--- src/rtl/pipe_latch_pkg.sv ---
// Shared types for the pipeline skid latch: latch state encoding and
// occupancy width. The state encoding doubles as the occupancy count.
package pipe_latch_pkg;

  typedef enum logic [1:0] {
    EMPTY = 2'd0,
    ONE   = 2'd1,
    FULL  = 2'd2
  } latch_state_t;

  localparam int OCC_W = 2;

endpackage

--- src/rtl/pipe_sat_counter.sv ---
// Saturating event counter: counts up on inc, sticks at all-ones,
// clears only on synchronous reset.
module pipe_sat_counter #(
  parameter int CNT_W = 32
) (
  input  logic             CLK,
  input  logic             nRST,
  input  logic             inc,
  output logic [CNT_W-1:0] cnt
);

  logic [CNT_W-1:0] cnt_q, cnt_d;

  // Next count: increment unless already saturated.
  always_comb begin
    cnt_d = cnt_q;
    if (inc && (cnt_q != {CNT_W{1'b1}})) cnt_d = cnt_q + 1'b1;
  end

  // Count register with synchronous clear.
  always_ff @(posedge CLK) begin
    if (!nRST) cnt_q <= '0;
    else       cnt_q <= cnt_d;
  end

  assign cnt = cnt_q;

endmodule

--- src/rtl/pipe_skid_latch.sv ---
// Pipeline-stage latch with a 2-entry skid buffer. in_ready depends only
// on registered state (and reset), so downstream stall never reaches
// upstream combinationally. Payload is opaque; bubbles read NOP_VALUE.
// Optional performance counters are built when PIPE_LATCH_PERF_EN is
// defined.
module pipe_skid_latch
  import pipe_latch_pkg::*;
#(
  parameter int               WIDTH     = 128,
  parameter logic [WIDTH-1:0] NOP_VALUE = '0,
  parameter int               CNT_W     = 32
) (
  input  logic             CLK,
  input  logic             nRST,
  input  logic             flush,
  input  logic             in_valid,
  output logic             in_ready,
  input  logic [WIDTH-1:0] in_data,
  output logic             out_valid,
  input  logic             out_ready,
  output logic [WIDTH-1:0] out_data,
  output logic [OCC_W-1:0] occupancy
`ifdef PIPE_LATCH_PERF_EN
  ,
  output logic [CNT_W-1:0] stall_cnt,
  output logic [CNT_W-1:0] bubble_cnt,
  output logic [CNT_W-1:0] flush_cnt
`endif
);

  // Elaboration-time sanity on widths.
  if (WIDTH < 1) begin : g_bad_width
    $error("pipe_skid_latch: WIDTH must be >= 1");
  end
  if (CNT_W < 1) begin : g_bad_cnt_w
    $error("pipe_skid_latch: CNT_W must be >= 1");
  end

  latch_state_t     state_q, state_d;
  logic [WIDTH-1:0] main_q, main_d;
  logic [WIDTH-1:0] skid_q, skid_d;
  logic             in_fire, out_fire;

  assign out_valid = (state_q != EMPTY);
  assign in_ready  = nRST & (state_q != FULL);
  assign out_data  = main_q;
  assign occupancy = state_q;
  assign in_fire   = in_valid & in_ready;
  assign out_fire  = out_valid & out_ready;

  // Next-state: head stays in main_q, the second entry parks in skid_q.
  always_comb begin
    state_d = state_q;
    main_d  = main_q;
    skid_d  = skid_q;
    if (flush) begin
      // Incoming beat is dropped; an out_fire this cycle was already taken.
      state_d = EMPTY;
      main_d  = NOP_VALUE;
      skid_d  = NOP_VALUE;
    end else begin
      case (state_q)
        EMPTY: begin
          if (in_fire) begin
            main_d  = in_data;
            state_d = ONE;
          end
        end
        ONE: begin
          if (in_fire && out_fire) begin
            main_d = in_data;
          end else if (in_fire) begin
            skid_d  = in_data;
            state_d = FULL;
          end else if (out_fire) begin
            main_d  = NOP_VALUE;
            state_d = EMPTY;
          end
        end
        FULL: begin
          if (out_fire) begin
            main_d  = skid_q;
            skid_d  = NOP_VALUE;
            state_d = ONE;
          end
        end
        default: begin
          // Unreachable encoding: drop whatever is held and restart empty.
          state_d = EMPTY;
          main_d  = NOP_VALUE;
          skid_d  = NOP_VALUE;
        end
      endcase
    end
  end

  // State and payload registers; reset dominates flush and handshakes.
  always_ff @(posedge CLK) begin
    if (!nRST) begin
      state_q <= EMPTY;
      main_q  <= NOP_VALUE;
      skid_q  <= NOP_VALUE;
    end else begin
      state_q <= state_d;
      main_q  <= main_d;
      skid_q  <= skid_d;
    end
  end

`ifdef PIPE_LATCH_PERF_EN
  pipe_sat_counter #(.CNT_W(CNT_W)) u_stall_cnt (
    .CLK  (CLK),
    .nRST (nRST),
    .inc  (out_valid & ~out_ready),
    .cnt  (stall_cnt)
  );

  pipe_sat_counter #(.CNT_W(CNT_W)) u_bubble_cnt (
    .CLK  (CLK),
    .nRST (nRST),
    .inc  (out_ready & ~out_valid),
    .cnt  (bubble_cnt)
  );

  pipe_sat_counter #(.CNT_W(CNT_W)) u_flush_cnt (
    .CLK  (CLK),
    .nRST (nRST),
    .inc  (flush),
    .cnt  (flush_cnt)
  );
`endif

endmodule

--- config.mk ---
export PLATFORM = sky130hd
export DESIGN_NAME = pipe_skid_latch
export DESIGN_NICKNAME = d
export VERILOG_FILES = /design/src/rtl/pipe_latch_pkg.sv /design/src/rtl/pipe_sat_counter.sv /design/src/rtl/pipe_skid_latch.sv
export SDC_FILE = /design/constraint.sdc
export NUM_CORES = 1
export LEC_CHECK = 0
export BUFFER_PORTS_ARGS = -buffer_cell sky130_fd_sc_hd__buf_2
export CAP_MARGIN = 20
export CORE_UTILIZATION = 55
export CTS_BUF_LIST = sky130_fd_sc_hd__clkbuf_16
export CTS_CLUSTER_SIZE = 25
export DETAILED_ROUTE_END_ITERATION = 6
export PLACE_DENSITY_LB_ADDON = 0.3
export RECOVER_POWER = 50
export REMOVE_ABC_BUFFERS = 1
export SKIP_CTS_REPAIR_TIMING = 1
export SYNTH_ARGS = -nofsm -noshare
export SYNTH_HDL_FRONTEND = slang
export SYNTH_SLANG_ARGS = --single-unit
export TNS_END_PERCENT = 20
--- constraint.sdc ---
create_clock -name CLK -period 1.8 [get_ports CLK]
set_input_delay 0.18 -clock CLK [delete_from_list [all_inputs] [get_ports CLK]]
set_output_delay 0.18 -clock CLK [all_outputs]
set_load 0.02 [all_outputs]
# After elaboration in Yosys (flattened, before gate mapping)
# Index checks and enable logic that the tools add are counted.
[word_totals] register_bits=258 out_inout_bits=132
[op_classes] n_eq_ne=10 muxes=14 n_bitwise=5 n_reduce_logical=7
[ops] cell="$mux 128" count=6
[ops] cell="$pmux 128 s3" count=2
[ops] cell="$reduce_and 4->1" count=3
[ops] cell="$mux 2" count=5
[ops] cell="$ne 2x2->1 const B" count=5
[ops] cell="$ne 3x3->1 const B" count=3
[ops] cell="$pmux 2 s3" count=1
[ops] cell="$and 1x1->1" count=3
[ops] cell="$eq 2x1->1 const B" count=1
[ops] cell="$eq 2x2->1 const B" count=1
[ops] cell="$logic_not 2->1" count=1
[ops] cell="$not 1->1" count=2
[ops] cell="$reduce_bool 2->1" count=1
[ops] cell="$reduce_or 2->1" count=1
[ops] cell="$logic_and 1x1->1" count=1

# Logic depth before layout (Yosys ltp)
# Gate-level depths: netlist (run 1).
[depth] depth_word=6 mapped_depth=7 depth_no_buf=4

# Worst setup path after synthesis (run 1)
# Ideal clock, no wire load.
[synth_timing] path_type="register to register" startpoint="register state_q[0], in the netlist occupancy[0]" endpoint="register main_q[63], in the netlist out_data[63]" t_arrival_ns=1.496 t_required_ns=1.672 slack_ns=0.176 path_stages_with_launch=8 path_buffers=3 period_less_slack_ns=1.624 cell_sequence="dfxtp_1 > buf_2 > a21oi_1 > a22o_1 > buf_2 > buf_2 > a22oi_1 > nor2_1"
[synth_via] elab_chain_len=6 elab_cells_between_ends=16 classes_between="7 x eq/ne; 2 x mux; 3 x bitwise; 4 x reduce/logical"
[synth_rtl] item="from (decl)" line="pipe_skid_latch.sv:39" rtl="latch_state_t state_q, state_d;"
[synth_rtl] item="from (signal assigned)" line="pipe_skid_latch.sv:104" rtl="state_q <= state_d;"
[synth_rtl] item="$ne 2x2->1" line="pipe_skid_latch.sv:45" rtl="assign in_ready = nRST & (state_q != FULL);"
[synth_rtl] item="$and 1x1->1" line="pipe_skid_latch.sv:45"
[synth_rtl] item="$and 1x1->1" line="pipe_skid_latch.sv:48" rtl="assign in_fire = in_valid & in_ready;"
[synth_rtl] item="$logic_and 1x1->1" line="pipe_skid_latch.sv:70" rtl="if (in_fire && out_fire) begin"
[synth_rtl] item="$ne 3x3->1 (no line) or $mux 128 (tied branches)"
[synth_rtl] item="$reduce_and 4->1 (no line) or $pmux 128 s3 (tied branches)"
[synth_rtl] item="to (signal assigned)" line="pipe_skid_latch.sv:105" rtl="main_q <= main_d;"
[synth_rtl] item="to (decl)" line="pipe_skid_latch.sv:40" rtl="logic [WIDTH-1:0] main_q, main_d;"
# Parallel ways exist; a longest one is shown, timed or not.
# A chain may end at the register's enable or synchronous reset.

# Worst setup path in the final report (run 1)
[layout_timing] startpoint="register state_q[1], in the netlist occupancy[1]" endpoint="output port out_valid"
[layout_via] elab_chain_len=1
[layout_rtl] item="$reduce_bool 2->1" line="pipe_skid_latch.sv:44" rtl="assign out_valid = (state_q != EMPTY);"
[layout_rtl] item="to (decl)" line="pipe_skid_latch.sv:19" rtl="output logic out_valid,"
# Every way passes these cells.

==> results by stage, run 1 <==
GRT:
- The global-route layer with the greatest usage is met2.
- The met1 usage is 0.338.
- The met3 track demand over resource is 0.0442.
- The first global-routing pass estimated 51.1 mm of wire.
- The met2 track demand over resource is 0.450.
- The initial antenna violation count is 6.
- For this run the aggregate overflow at the end of global routing stands at 0.
- Across every metal layer, demand over resource in global routing totals 0.263.
- The number of global-route vias before repair is 10000.
- Entering global routing, the biggest net connects 80 pins.

Yosys:
- Of all flip-flops after synthesis, the portion carrying an async set or reset was 0.
- The most used flip-flop cell after synthesis is sky130_fd_sc_hd__dfxtp_1.
- The Yosys warning count is 0.
- The cell area that synthesis handed to floorplanning was 0.0125 mm2.
- Of the post-synthesis cell area, the dominant cell type holds 0.412.
- The cell with the most instances after synthesis is sky130_fd_sc_hd__nor2_1.
- Counting flops and latches in the post-synthesis netlist gives 258.
- Synthesis instantiated 25 different standard cells from the library.
- The most area-hungry cell type in the Yosys netlist is sky130_fd_sc_hd__dfxtp_1.
- The number of enable flip-flop cells after synthesis is 0.
- Yosys attributes the largest share of cell area to sky130_fd_sc_hd__dfxtp_1 41%, sky130_fd_sc_hd__mux2i_1 21%, sky130_fd_sc_hd__o2bb2ai_1 8.9%.
- The average size of a mapped cell is 9.60 um2.
- The synthesized instance count is 1307.
- After synthesis, the most frequently instantiated cells are 259 x sky130_fd_sc_hd__nor2_1, 258 x sky130_fd_sc_hd__dfxtp_1, 257 x sky130_fd_sc_hd__mux2i_1.
- For this run, the register share of the synthesized area comes to 0.412.

Drt:
- In the final routed layout, each cell accounts on average for 17.6 um.
- After detailed routing, the number of vias per cell comes to 5.80.
- The vias after detailed routing is 10500.
- After detailed routing, the total wire length is 32.0 mm.
- The number of search-and-repair iterations in the first detailed-routing pass is 5.
- In the routed design, unresolved DRC markers number 0.
- The detail route stage leaves a number of antenna-violating nets equal to 0.
- The first routing iteration left 696 violations.

STA:
- Setup violations remaining at the end of the flow were counted as 1.
- The transition time at the pin with the least slew margin is 552 ps.
- The total count of hold-check failures in the final report came to 0.
- For this run, the top clock speed supported by timing is 552 MHz.
- Of the available clock period, the critical path in the final layout requires 1.01.
- Setup repair after global routing could not meet its margin everywhere.
- The worst slew margin relative to its limit is 0.632.
- The worst path in the final design needs a cycle of 1810 ps, including I/O delays and setup.
- The worst-case setup margin in the final layout is -10.5 ps.
- The total count of max-transition violations in the final report came to 0.
- The aggregate negative setup slack is -10.5 ps.
- The setup clock skew after layout is 20.2 ps.

Worst hold path:
- The destination of the worst hold path is out_data[7].
- The startpoint identified for the worst hold timing path is in_data[7].
- The worst hold path passes through 4 cells.
- The path class of the tightest hold or removal check is input port to flop.

Status:
- The run finished, with violations left.
- The final reports fail on negative setup slack.

Power:
- The design draws 12.8 mW.
- IR analysis of the VDD net gives a maximum drop of 665 uV.
- Dividing total power by cell area gives a power density of 863 mW/mm2.
- The total leakage power is 5.06 nW.

Placed design:
- The instance count after placement with tap cells included is 1758.
- The count of buffers inserted at the top-level ports is 264.
- The congestion estimate from routability-driven global placement came to 0.767.
- The post-DP HPWL is 19.2 mm.

Cells and area:
- The filler-free cell count of the finished design is 1814.
- Relative to the synthesized area, the layout overhead comes to 17.9%.
- Of the cells placed in the final design, the portion with a size suffix greater than 1 is 0.142.
- The final layout contains 1645 nets.

Floorplanning:
- The number of rows in the core area is 54.
- The floorplan step defined a die boundary enclosing 0.0234 mm2.
- The effective utilization at floorplan is 0.568.
- The core region is 0.0221 mm2.
- The chip width is 153 um.
- The chip height is 153 um.
- In this run the count of I/O pins placed on the die edge is 265.

Clock tree:
- TritonCTS built the clock tree.
- For this design, the sink count on the clock tree is 258.
- The insertion delay of the later-clocked pin in the worst-skew pair is 540 ps.
- The number of buffers created by CTS is 29.
- The buffer levels on the longest clock path is 3.
- CTS built an H-tree with a depth of 1.
- Clock-pin slew was measured on the worst setup and hold paths at 60 ps.
- Clock tree synthesis selected as its root buffer the cell sky130_fd_sc_hd__clkbuf_16.

Critical path:
- The arrival time of the worst setup path is 1630 ps.
- Setup slack on the worst reg-to-reg path comes out at 110 ps.
- Along the worst path, the maximum fanout reaches 19.
- The worst register-to-register path begins at occupancy[1].
- The worst setup path category is flop to output pin.
- STA classifies the critical path endpoint as an output pin.
- The nature of the critical path startpoint is a flop.
- The worst register-to-register path has a depth of 6.
- The data required time at the worst endpoint is 1620 ps.
- The reg-to-reg endpoint is out_data[76].

Run:
- Max-cap violations in this run came to 0.
## cell type report
cell class | instances | area [um2]
fillers | 1862 | 7310
multi-input cells | 918 | 6590
flip-flops and latches | 258 | 5170
repair buffers | 304 | 1830
clock buffers | 29 | 726
well taps | 280 | 350
clock inverters | 20 | 109
diodes | 4 | 10.0
inverters | 1 | 3.75
## report_power, final
group	switching [mW]	internal, mW
clock	2.27	3.02
sequential	0.0585	5.80
combinational	0.972	0.639
## how the worst max path moves through the flow
| stage | startpoint | end | slack (ps) | depth (start not counted) |
|---|---|---|---|---|
| 6_report | occupancy[1] | out_valid | -10 | 3 |
| 5_1_grt | occupancy[1] | out_valid | -50 | 3 |
| 4_1_cts | occupancy[0] | in_ready | -230 | 4 |
| 3_5_place_dp | occupancy[0] | out_data[68] | 60 | 6 |
| 3_3_place_gp | occupancy[0] | out_data[80] | 120 | 5 |
| 2_1_floorplan | occupancy[1] | out_data[0] | -9090 | 3 |
## logic make-up after synthesis
kind of cell,after synthesis,synth area share
mux,257,0.205
compound gates,263,0.170
buf+inv,131,0.0656
flops,258,0.412
simple gates,398,0.148
## layout by cell type, fill, tap and decap left out, drive strengths merged, types with 8 or more instances in the layout
cell type / netlist / layout
inv: 1 / 8
o2bb2ai: 128 / 128
clkbuf: 47 / 158
dfxtp: 258 / 258
nor2: 259 / 259
buf: 83 / 174
mux2i: 257 / 257
clkinv: 0 / 11
and2: 128 / 128
a22oi: 128 / 128
## metal layers
layer / vias to the layer above / part of all wire
li1: 5069 / -
met1: 5048 / 0.44
met2: 345 / 0.48
met3: 49 / 0.066
met4: 2 / 0.020
met5: - / 0.00041
## metrics by stage
| step | worst slack (ps) | instance area (um2) | util | hold slack, ps |
|---|---|---|---|---|
| floorplan | -9090 | 11700 | - | 259 |
| global placement | 124 | 14000 | 0.635 | 472 |
| detailed placement | 63.9 | 14000 | 0.635 | 474 |
| CTS | -234 | 14900 | 0.673 | -82.1 |
| global route | -49.2 | 14800 | 0.669 | 22.0 |
| finish | -10.5 | 14800 | 0.669 | 9.60 |
## sequential cells by signal, summed over array words and instances (netlist names)
name	flops
skid_q	128
occupancy	2
out_data	128
## critical path, stage by stage, from the launching register on
cell and delay, ps:
sky130_fd_sc_hd__dfxtp_4 430, sky130_fd_sc_hd__buf_16 210, sky130_fd_sc_hd__or2_2 300, sky130_fd_sc_hd__buf_2 160
Note: power is estimated with default switching activity, not from simulation.
==> inputs of run 2 (changes only) <==
--- a/config.mk
+++ b/config.mk
@@ -11,7 +11,7 @@
 export CTS_BUF_LIST = sky130_fd_sc_hd__clkbuf_16
 export CTS_CLUSTER_SIZE = 25
 export DETAILED_ROUTE_END_ITERATION = 6
-export PLACE_DENSITY_LB_ADDON = 0.3
+export PLACE_DENSITY = 0.8
 export RECOVER_POWER = 50
 export REMOVE_ABC_BUFFERS = 1
 export SKIP_CTS_REPAIR_TIMING = 1
==> run 2 against run 1 <==
Against the previous run:
- the flow now finishes without violations
- utilization decreased by 0.42 points
- sequential share of layout area increased by 0.22 points
- die area unchanged
- highest routed layer unchanged
==> results by stage, run 2 (synthesis gave the netlist of run 1 again) <==
Cells and area:
- Of the cells placed in the final design, the portion with a size suffix greater than 1 is 0.141.
- The most common cell after layout, fill and taps aside is sky130_fd_sc_hd__nor2_1.
- With fillers left out, the area of the finished cells amounts to 0.0147 mm2.
- In the final layout, the multi-input gates occupy 0.00659 mm2.
- The end-of-flow core utilization is 0.665.
- The number of nets in the layout is 1639.
- Relative to the synthesized area, the layout overhead comes to 17.1%.
- The fill cell instance count of the final layout is 1881.
- In the layout the commonest cells are 259 x sky130_fd_sc_hd__nor2_1, 257 x sky130_fd_sc_hd__mux2i_1, 256 x sky130_fd_sc_hd__dfxtp_1.
- Registers take 0.00517 mm2.
- After the flow finishes, the layout carries non-filler instances totaling 1809.

Drt:
- The routed length per instance is 17.9 um.
- The via-per-instance ratio is 5.87.
- The overall routed net length is 32.4 mm.
- For this run, design rule violations remaining after detail routing come to 0.
- For this run, the detailed router's first-pass iteration total came to 5.
- The vias after detailed routing is 10600.
- For this block, the initial DRC count from the detailed router was 698.
- The post-route antenna net violation count is 0.

Floorplanning:
- The core region area is 0.0221 mm2.
- The effective utilization at floorplan is 0.568.
- 265 I/O pins were placed.
- The chip height is 153 um.
- The die area is 0.0234 mm2.
- The number of rows in the core area is 54.
- The chip width is 153 um.

Power:
- The switching share of power is 0.258.
- Internal power comes to 9.40 mW.
- The switching power is 3.27 mW.
- The share of total power dissipated in combinational logic is 0.126.
- The sequential group share of total power is 0.463.
- The areal power density over the cells is 862 mW/mm2.
- The clock network power share is 0.411.
- The total leakage power is 5.02 nW.
- IR analysis of the VDD net gives a maximum drop of 579 uV.

Critical path:
- Walking the worst path, the cells encountered are buf_16 -> or2_2 -> buf_2.
- In this run the worst path has a maximum fanout of 14.
- Counting both buffers and inverters, the worst setup path holds a total of 2.
- The worst setup path is of the flop to output pin kind.
- The largest delay contributor family on the critical path is flip-flops.
- STA puts the critical path data required time at 1620 ps.
- The delay of the slowest cell on the worst path is 410 ps.
- The capturing element type of the critical path is an output pin.
- STA puts the critical path data arrival time at 1570 ps.
- The nature of the critical path startpoint is a flop.
- On the critical path, the stage with the largest delay is an instance of sky130_fd_sc_hd__dfxtp_4.

Run:
- The max-cap check violation count is 0.

Placed design:
- The instance count after placement with tap cells included is 1749.
- The post-DP HPWL is 18.8 mm.
- The global placement routability congestion is 0.762.
- Buffers placed on the I/O ports in this run total 264.
- Before CTS, the worst setup slack after placement is 98.3 ps.
- The post-place instance area is 0.0138 mm2.

GRT:
- The aggregate global-route resource usage is 0.258.
- The number of global-route vias before repair is 9957.
- The first global-routing pass estimated 50.6 mm of wire.
- The initial antenna violation count is 6.
- Entering global routing, the biggest net connects 133 pins.
- After global routing the overflow that remains totals 0.

STA:
- Static timing analysis puts the maximum clock frequency at 572 MHz.
- The total count of hold-check failures in the final report came to 0.
- The ratio of final minimum period to clock period is 0.972.
- The transition time at the pin with the least slew margin is 637 ps.
- Setup violations remaining at the end of the flow were counted as 0.
- The worst slew margin relative to its limit is 0.575.
- The total count of max-transition violations in the final report is 0.
- The worst-case setup margin in the final layout is 51.2 ps.
- The final critical path time including I/O delays and setup is 1750 ps.
- Setup repair after global routing left no endpoint under its margin.
- The setup clock skew after layout is 15.4 ps.

Status:
- The run finished with clean final reports.

Clock tree:
- The buffer levels on the longest clock path is 3.
- The insertion delay of the later-clocked pin in the worst-skew pair is 530 ps.
- CTS built an H-tree with a depth of 1.
- The number of buffers created by CTS is 27.
- The clock tree from TritonCTS is yes.
- The count of clock tree sinks is 258.
- The clock input transition at the sequential cells of the worst setup and hold paths is 60 ps.
- The root buffer cell chosen for the clock tree is sky130_fd_sc_hd__clkbuf_16.

Worst hold path:
- The class of the most critical hold timing path is input port to flop.
## run 2: changes by cell type in the layout (fill, tap and decap cells not counted), sizes merged
| cell | delta |
|---|---|
| buf | -8 |
| clkbuf | +2 |
| bufinv | +1 |
| clkinv | -1 |
| clkinvlp | -1 |
| diode | +1 |
| inv | +1 |
## run 2: per-layer routing
| metal | share of wire | wire (um) | vias to the layer above | GRT usage |
|---|---|---|---|---|
| met5 | 0.00040 | 13 | - | 0 |
| met4 | 0.024 | 771 | 2 | 0.0866 |
| met3 | 0.065 | 2100 | 53 | 0.0425 |
| met2 | 0.47 | 15200 | 367 | 0.421 |
| met1 | 0.44 | 14400 | 5142 | 0.348 |
| li1 | - | - | 5060 | - |
## run 2: final timing paths
kind	from	to	slack (ps)	cells after the start
max	occupancy[1]	out_valid	50	3
min	in_data[58]	out_data[58]	20	4
max reg2reg	occupancy[0]	out_data[39]	60	5
min reg2reg	skid_q[17]	skid_q[17]	490	2
## run 2: tightest hold or removal path: cells and delay by family
| family | cells | cell delay (ps) |
|---|---|---|
| AO/OA/AOI/OAI | 2 | 160 |
| buffers and inverters | 1 | 90 |
| AND/OR/NAND/NOR | 1 | 70 |
## run 2: final cells by class
| cell class | instances | area share |
|---|---|---|
| Timing Repair Buffer | 300 | 0.119 |
| Clock inverter | 20 | 0.00920 |
| Sequential cell | 258 | 0.352 |
| Tap cell | 280 | 0.0238 |
| Clock buffer | 27 | 0.0460 |
| Inverter | 1 | 0.000255 |
| Antenna cell | 5 | 0.000852 |
| Multi-Input combinational cell | 918 | 0.448 |
## run 2: per-stage QoR
step | hold WS (ps) | power (mW) | TNS (ps)
2_1_floorplan | 259 | 6.99 | -2344700
3_3_place_gp | 468 | 7.52 | 0
3_5_place_dp | 479 | 7.54 | 0
4_1_cts | -60.2 | 12.7 | -434
5_1_grt | 38.1 | 13.1 | 0
6_report | 22.7 | 12.7 | 0
## run 2: power groups by stage
stage | Sequential (mW) | Clock [mW] | Combinational [mW]
6_report | 5.86 | 5.21 | 1.60
5_1_grt | 5.87 | 5.51 | 1.73
4_1_cts | 5.85 | 5.29 | 1.57
3_5_place_dp | 5.98 | 0 | 1.56
3_3_place_gp | 5.98 | 0 | 1.54
2_1_floorplan | 6.11 | 0 | 0.880
